<file path="config.mk">
export PLATFORM = sky130hd
export DESIGN_NAME = interlaken_rx_latency_monitor
export DESIGN_NICKNAME = d
export VERILOG_FILES = /design/src/rtl/interlaken_rx_latency_monitor.sv
export SDC_FILE = /design/constraint.sdc
export NUM_CORES = 1
export LEC_CHECK = 0
export CELL_PAD_IN_SITES_DETAIL_PLACEMENT = 0
export CELL_PAD_IN_SITES_GLOBAL_PLACEMENT = 1
export CORE_MARGIN = 2
export CORE_UTILIZATION = 42
export DETAILED_ROUTE_END_ITERATION = 8
export HOLD_SLACK_MARGIN = 0.1
export PLACE_DENSITY = 0.85
export REMOVE_ABC_BUFFERS = 1
export SLEW_MARGIN = 20
export SYNTH_ARGS = -nofsm -noshare
export SYNTH_HDL_FRONTEND = slang
export SYNTH_SLANG_ARGS = --single-unit
</file>
<file path="constraint.sdc">
create_clock -name lbus_clk -period 17.1 [get_ports lbus_clk]
set_clock_uncertainty 0.15 [all_clocks]
set_input_delay 1.71 -clock lbus_clk [delete_from_list [all_inputs] [get_ports lbus_clk]]
set_output_delay 1.71 -clock lbus_clk [all_outputs]
set_load 0.05 [all_outputs]
</file>
<file path="src/rtl/interlaken_rx_latency_monitor.sv">
// Receive-side latency probe on the Interlaken RX LBUS: recognises timestamped test
// messages, reports per-packet one-way latency and keeps per-run statistics.
module interlaken_rx_latency_monitor #(
    parameter int unsigned LAT_W  = 32,
    parameter int unsigned MAX_ID = 9,
    parameter logic [7:0]  MAGIC  = 8'hA5
) (
    input  logic               lbus_clk,
    input  logic               lbus_reset,
    input  logic [63:0]        time_now,
    input  logic               rx_ena,
    input  logic               rx_sop,
    input  logic               rx_eop,
    input  logic               rx_err,
    input  logic [127:0]       rx_data,
    input  logic               clear_stats,
    output logic               lat_valid,
    output logic [LAT_W-1:0]   lat_value,
    output logic [7:0]         lat_msg_id,
    output logic [15:0]        lat_seq,
    output logic [31:0]        pkt_count,
    output logic [LAT_W-1:0]   lat_min,
    output logic [LAT_W-1:0]   lat_max,
    output logic [47:0]        lat_sum,
    output logic [15:0]        err_count,
    output logic [15:0]        gap_count
);

    typedef enum logic [1:0] {
        ST_IDLE    = 2'd0,
        ST_CAPTURE = 2'd1,
        ST_DROP    = 2'd2
    } state_t;

    localparam logic [LAT_W-1:0] LAT_ONES = {LAT_W{1'b1}};

    // Clamp a 64-bit raw latency into the LAT_W-bit result range.
    function automatic logic [LAT_W-1:0] sat_lat(input logic [63:0] raw);
        if (raw > 64'(LAT_ONES)) begin
            return LAT_ONES;
        end else begin
            return raw[LAT_W-1:0];
        end
    endfunction

    state_t              state_r, state_nx_s;
    logic [63:0]         lat_raw_r;
    logic [7:0]          msg_id_r;
    logic [15:0]         seq_r;

    logic                sop_s, eop_s, hdr_good_s, in_cap_s;
    logic                abandon_s, accept_s, discard_s;
    logic [63:0]         lat_raw_now_s, acc_raw_s;
    logic [7:0]          acc_id_s;
    logic [15:0]         acc_seq_s;
    logic [LAT_W-1:0]    acc_lat_s;
    logic [1:0]          err_inc_s;
    logic [16:0]         err_sum_s;
    logic [48:0]         sum_ext_s;
    logic                unused_s;

    logic                lat_valid_r;
    logic [LAT_W-1:0]    lat_value_r, lat_min_r, lat_max_r;
    logic [7:0]          lat_msg_id_r;
    logic [15:0]         lat_seq_r, err_count_r, gap_count_r, exp_seq_r;
    logic [31:0]         pkt_count_r;
    logic [47:0]         lat_sum_r;
    logic                first_seen_r;

    assign sop_s         = rx_ena & rx_sop;
    assign eop_s         = rx_ena & rx_eop;
    assign hdr_good_s    = (rx_data[127:120] == MAGIC) &&
                           (rx_data[119:112] >= 8'd1) &&
                           (rx_data[119:112] <= 8'(MAX_ID));
    assign lat_raw_now_s = time_now - rx_data[63:0];
    assign unused_s      = ^rx_data[95:64];

    // Packet classification: a same-beat SOP overrides whatever packet was in flight.
    always_comb begin
        abandon_s = 1'b0;
        in_cap_s  = 1'b0;
        acc_raw_s = lat_raw_r;
        acc_id_s  = msg_id_r;
        acc_seq_s = seq_r;
        case (state_r)
            ST_CAPTURE: abandon_s = sop_s;
            ST_IDLE:    abandon_s = 1'b0;
            ST_DROP:    abandon_s = 1'b0;
            default:    abandon_s = 1'b0;
        endcase
        if (sop_s) begin
            in_cap_s  = hdr_good_s;
            acc_raw_s = lat_raw_now_s;
            acc_id_s  = rx_data[119:112];
            acc_seq_s = rx_data[111:96];
        end else begin
            in_cap_s  = (state_r == ST_CAPTURE);
            acc_raw_s = lat_raw_r;
            acc_id_s  = msg_id_r;
            acc_seq_s = seq_r;
        end
    end

    assign accept_s  = eop_s & in_cap_s & ~rx_err;
    assign discard_s = eop_s & in_cap_s & rx_err;
    assign acc_lat_s = sat_lat(acc_raw_s);
    assign err_inc_s = {1'b0, abandon_s} + {1'b0, discard_s};
    assign err_sum_s = {1'b0, err_count_r} + {15'd0, err_inc_s};
    assign sum_ext_s = {1'b0, lat_sum_r} + 49'(acc_lat_s);

    // Next-state decode; EOP always returns to IDLE, idle beats hold state.
    always_comb begin
        state_nx_s = state_r;
        if (rx_ena) begin
            if (rx_eop) begin
                state_nx_s = ST_IDLE;
            end else if (rx_sop) begin
                state_nx_s = hdr_good_s ? ST_CAPTURE : ST_DROP;
            end else begin
                state_nx_s = state_r;
            end
        end else begin
            state_nx_s = state_r;
        end
    end

    // State register.
    always_ff @(posedge lbus_clk) begin
        if (lbus_reset) begin
            state_r <= ST_IDLE;
        end else begin
            state_r <= state_nx_s;
        end
    end

    // Header capture: raw latency is taken against the SOP-cycle time base.
    always_ff @(posedge lbus_clk) begin
        if (lbus_reset) begin
            lat_raw_r <= 64'd0;
            msg_id_r  <= 8'd0;
            seq_r     <= 16'd0;
        end else if (sop_s && hdr_good_s) begin
            lat_raw_r <= lat_raw_now_s;
            msg_id_r  <= rx_data[119:112];
            seq_r     <= rx_data[111:96];
        end
    end

    // Per-packet result registers; data holds until the next accept.
    always_ff @(posedge lbus_clk) begin
        if (lbus_reset) begin
            lat_valid_r  <= 1'b0;
            lat_value_r  <= '0;
            lat_msg_id_r <= 8'd0;
            lat_seq_r    <= 16'd0;
        end else begin
            lat_valid_r <= accept_s;
            if (accept_s) begin
                lat_value_r  <= acc_lat_s;
                lat_msg_id_r <= acc_id_s;
                lat_seq_r    <= acc_seq_s;
            end
        end
    end

    // Statistics; a clear in the same cycle as an accept drops that sample.
    always_ff @(posedge lbus_clk) begin
        if (lbus_reset || clear_stats) begin
            pkt_count_r  <= 32'd0;
            lat_min_r    <= LAT_ONES;
            lat_max_r    <= '0;
            lat_sum_r    <= 48'd0;
            err_count_r  <= 16'd0;
            gap_count_r  <= 16'd0;
            first_seen_r <= 1'b0;
            if (lbus_reset) begin
                exp_seq_r <= 16'd0;
            end
        end else begin
            err_count_r <= err_sum_s[16] ? 16'hFFFF : err_sum_s[15:0];
            if (accept_s) begin
                if (pkt_count_r != 32'hFFFF_FFFF) begin
                    pkt_count_r <= pkt_count_r + 32'd1;
                end
                if (acc_lat_s < lat_min_r) begin
                    lat_min_r <= acc_lat_s;
                end
                if (acc_lat_s > lat_max_r) begin
                    lat_max_r <= acc_lat_s;
                end
                lat_sum_r <= sum_ext_s[48] ? 48'hFFFF_FFFF_FFFF : sum_ext_s[47:0];
                if (first_seen_r && (acc_seq_s != exp_seq_r) && (gap_count_r != 16'hFFFF)) begin
                    gap_count_r <= gap_count_r + 16'd1;
                end
                exp_seq_r    <= acc_seq_s + 16'd1;
                first_seen_r <= 1'b1;
            end
        end
    end

    assign lat_valid  = lat_valid_r;
    assign lat_value  = lat_value_r;
    assign lat_msg_id = lat_msg_id_r;
    assign lat_seq    = lat_seq_r;
    assign pkt_count  = pkt_count_r;
    assign lat_min    = lat_min_r;
    assign lat_max    = lat_max_r;
    assign lat_sum    = lat_sum_r;
    assign err_count  = err_count_r;
    assign gap_count  = gap_count_r;

endmodule
</file>
==> summary.txt <==
Finish
  – Post-route cell area: 0.0279 mm²
  – Nets@finish: approximately 3600
  – Area delta synth->final: 25.7%
  – Layout filler cell count: between 5000 and 6000
  – Most frequent cells in the layout: nand2_1, clkdlybuf4s50_1, dfxtp_1, a21oi_1, nor2_1
  – Share of cells above drive strength 1: between 3 and 4%
  – Commonest non-fill, non-tap cell in the layout: nand2_1

Worst setup path
  – Slowest-stage cell, CP: a2111oi_0
  – Worst EP required: 17.40 ns
  – Critical Path End Type: flop
  – Worst EP arrival: ~11 ns
  – Top Family by Delay on Critical Path: compound AO/OA/AOI/OAI gates
  – Crit path top cell by count: o21ai_0
  – Max FO, Critical Path: 36
  – Setup CP Type: input pin to flop
  – Crit start category: input pin
  – Worst path bufs/invs: 3
  – Critical path's largest stage delay: between 0.8 and 0.9 ns

Power and ir drop
  – Pwr Density: 73.8 mW/mm²
  – Highest ir drop seen on vdd: between 50 and 60 µV
  – Leakage: roughly 11 nW

Floorplanning
  – Num rows: 84
  – Die H: 234 µm
  – Core area: around 0.052 mm²
  – Die footprint: around 0.055 mm²
  – Die width: around 230 µm
  – Num ports: around 430
  – Initial Util: 42.4%

Detailed routing
  – Initial DRC Count: between 1000 and 1500
  – Routed Antenna Nets: 0
  – Met3 wire len: 4030 µm
  – Wire per inst: 18.6 µm
  – Via count: approximately 22000
  – Drt drc: 0
  – Top sig layer: met4
  – DR pass1 iterations: 6
  – M1 WL: around 32000 µm
  – DR vias/cell: between 5 and 6
  – WL met2: around 35000 µm
  – Final WL: ~73000 µm

Global routing
  – GRT Residual Overflow: 0
  – Initial antenna violation count: 5
  – Vias in the first global route: between 20000 and 25000
  – Largest net degree at the start of global routing: 97
  – First-pass GRT wire length: around 110000 µm
  – Total GRT Usage: between 20% and 30%

Logic synthesis
  – Async SR Flop Fraction: 0%
  – Cell Area, Synth: around 0.022 mm²
  – Library cells used by synthesis: 88
  – Avg Cell Area, Syn: 7.61 µm²
  – Syn Inst Count: between 2000 and 3000
  – Syn. warnings: 0
  – Synth top area share: between 20% and 30%
  – Ranking of synthesized cells by area: dfxtp_1, ha_1, nand2_1, a21oi_1, nor2_1
  – Number of synthesized register bits: 340
  – Seq/Total Area, Yosys: between 30% and 40%
  – Post-synth top flop: dfxtp_1
  – Synth area leader: dfxtp_1
  – EDFF count, synth: 16

Place
  – Placed cell area: 0.0266 mm²
  – GP Congestion: around 0.95
  – HPWL Detailed: 56400 µm
  – Port bufs: approximately 400

Clock network
  – CTS hold repair buffers: 0
  – Worst skew pair latency: approximately 0.53 ns
  – CTS H-tree depth: 2
  – CTS Root Cell: clkbuf_16
  – CTS Buffer Depth: 3
  – Post-CTS setup repair buffer count: 0
  – Clk sinks: between 300 and 400
  – # resized after CTS: 0
  – Total CTS buffers: 37
  – CTS tree: yes
  – Clk slew on worst S/H paths: roughly 0.060 ns

STA
  – Hold Fails Final Rpt: 0
  – Fmax: just over 90 MHz
  – Final setup fails: 0
  – Total negative slack: 0 ns
  – RSZ-0062 raised after global routing: false
  – Max-slew violations: 0
  – Tcrit/Tclk final: a little over three fifths
  – Slew headroom: between 20% and 30%
  – Min Tclk post-route: 10.77 ns
  – Least-Margin Pin Slew: 1.14 ns

Status
  – Status: finished, final reports clean

Job
  – Max cap viols: 0

Hold path
  – HP Class: flop to flop
==> metrics by stage <==
stage          setup slack (ns)  total power [mW]  cells  utilization, %  hold WS (ns)
2_1_floorplan              6.26              1.06   2764               -         0.275
3_5_place_dp               5.94              1.21   3871            50.8         0.295
3_3_place_gp               6.07              1.21   3871            50.8         0.290
6_report                   6.33              2.06   3940            53.3         0.303
5_1_grt                    5.81              2.15   3940            53.3         0.317
4_1_cts                    6.47              2.07   3937            53.2         0.304
==> cell usage after synthesis, types with 20 or more instances <==
master    number
nor3_1       128
nor2b_1       25
and3_1        26
dfxtp_1      324
nor2_1       282
a211oi_1      38
nor4_1        25
nand4_1       68
nand2b_1      25
o211ai_1      47
xor2_1       102
a31oi_1       22
nand3b_1      33
mux2i_1       35
a21o_1        50
clkbuf_1     114
inv_1        159
ha_1         160
nand2_1      414
xnor2_1       58
o21a_1        21
a21oi_1      303
nand3_1       50
or3_1         20
buf_2         22
o21ai_0      126
==> layout make-up <==
class                   instances  area (µm²)  area share (%)
clock inverters                15         235           0.844
repair buffers                419        4140            14.9
flip-flops and latches        340        6970            25.0
clock buffers                  51        1070            3.84
well taps                     688         861            3.09
diodes                          3        7.51          0.0269
inverters                     159         597            2.14
multi-input cells            2265       14000            50.2
==> sequential cells by signal (all words and copies together) (netlist names) <==
| name | count |
|---|---|
| seq_r | 16 |
| lat_raw_r | 64 |
| state_r | 2 |
| exp_seq_r | 16 |
| lat_value | 32 |
| lat_max | 32 |
| lat_msg_id | 8 |
| pkt_count | 32 |
| lat_min | 32 |
| msg_id_r | 8 |
| lat_sum | 48 |
| gap_count | 16 |
| first_seen_r | 1 |
| err_count | 16 |
| lat_seq | 16 |
| lat_valid | 1 |
==> logic make-up after synthesis <==
| logic type | count (synthesis) | synth area share, % |
|---|---|---|
| AOI/OAI and AO/OA | 734 | 20.7 |
| xor gates and xnor gates | 161 | 6.39 |
| adders and majority gates | 163 | 9.29 |
| buffers and inverters | 311 | 5.66 |
| DFF | 340 | 31.4 |
| muxes | 39 | 1.78 |
| and+or+nand+nor | 1168 | 24.8 |
==> tightest hold or removal path, delay by kind of cell, from the launching register on <==
kind,cells,cell delay [ns]
AO/OA/AOI/OAI,1,0.05
flip-flops,1,0.31
AND/OR/NAND/NOR,1,0.05
==> power by group <==
group / switching, mW / total [mW] / internal [mW]
registers: 0.00118 / 0.802 / 0.800
clock network: 0.332 / 0.861 / 0.529
logic: 0.250 / 0.395 / 0.145
total: 0.583 / 2.06 / 1.47
==> metal layers <==
metal	GRT usage (%)	vias to the layer above
li1	-	10900
met1	33.7	10400
met2	43.7	691
met3	3.49	120
met4	9.85	0
met5	0	-
==> path summary, 6_finish.rpt <==
check | from | to | slack [ns] | cells after the start
max | time_now[0] | lat_sum[24] | 6.33 | 31
min | lat_raw_r[25] | lat_raw_r[25] | 0.30 | 2
max reg2reg | lat_raw_r[62] | lat_sum[24] | 9.47 | 18
min reg2reg | lat_raw_r[25] | lat_raw_r[25] | 0.30 | 2
No activity file was read; power rests on OpenSTA's default activity.
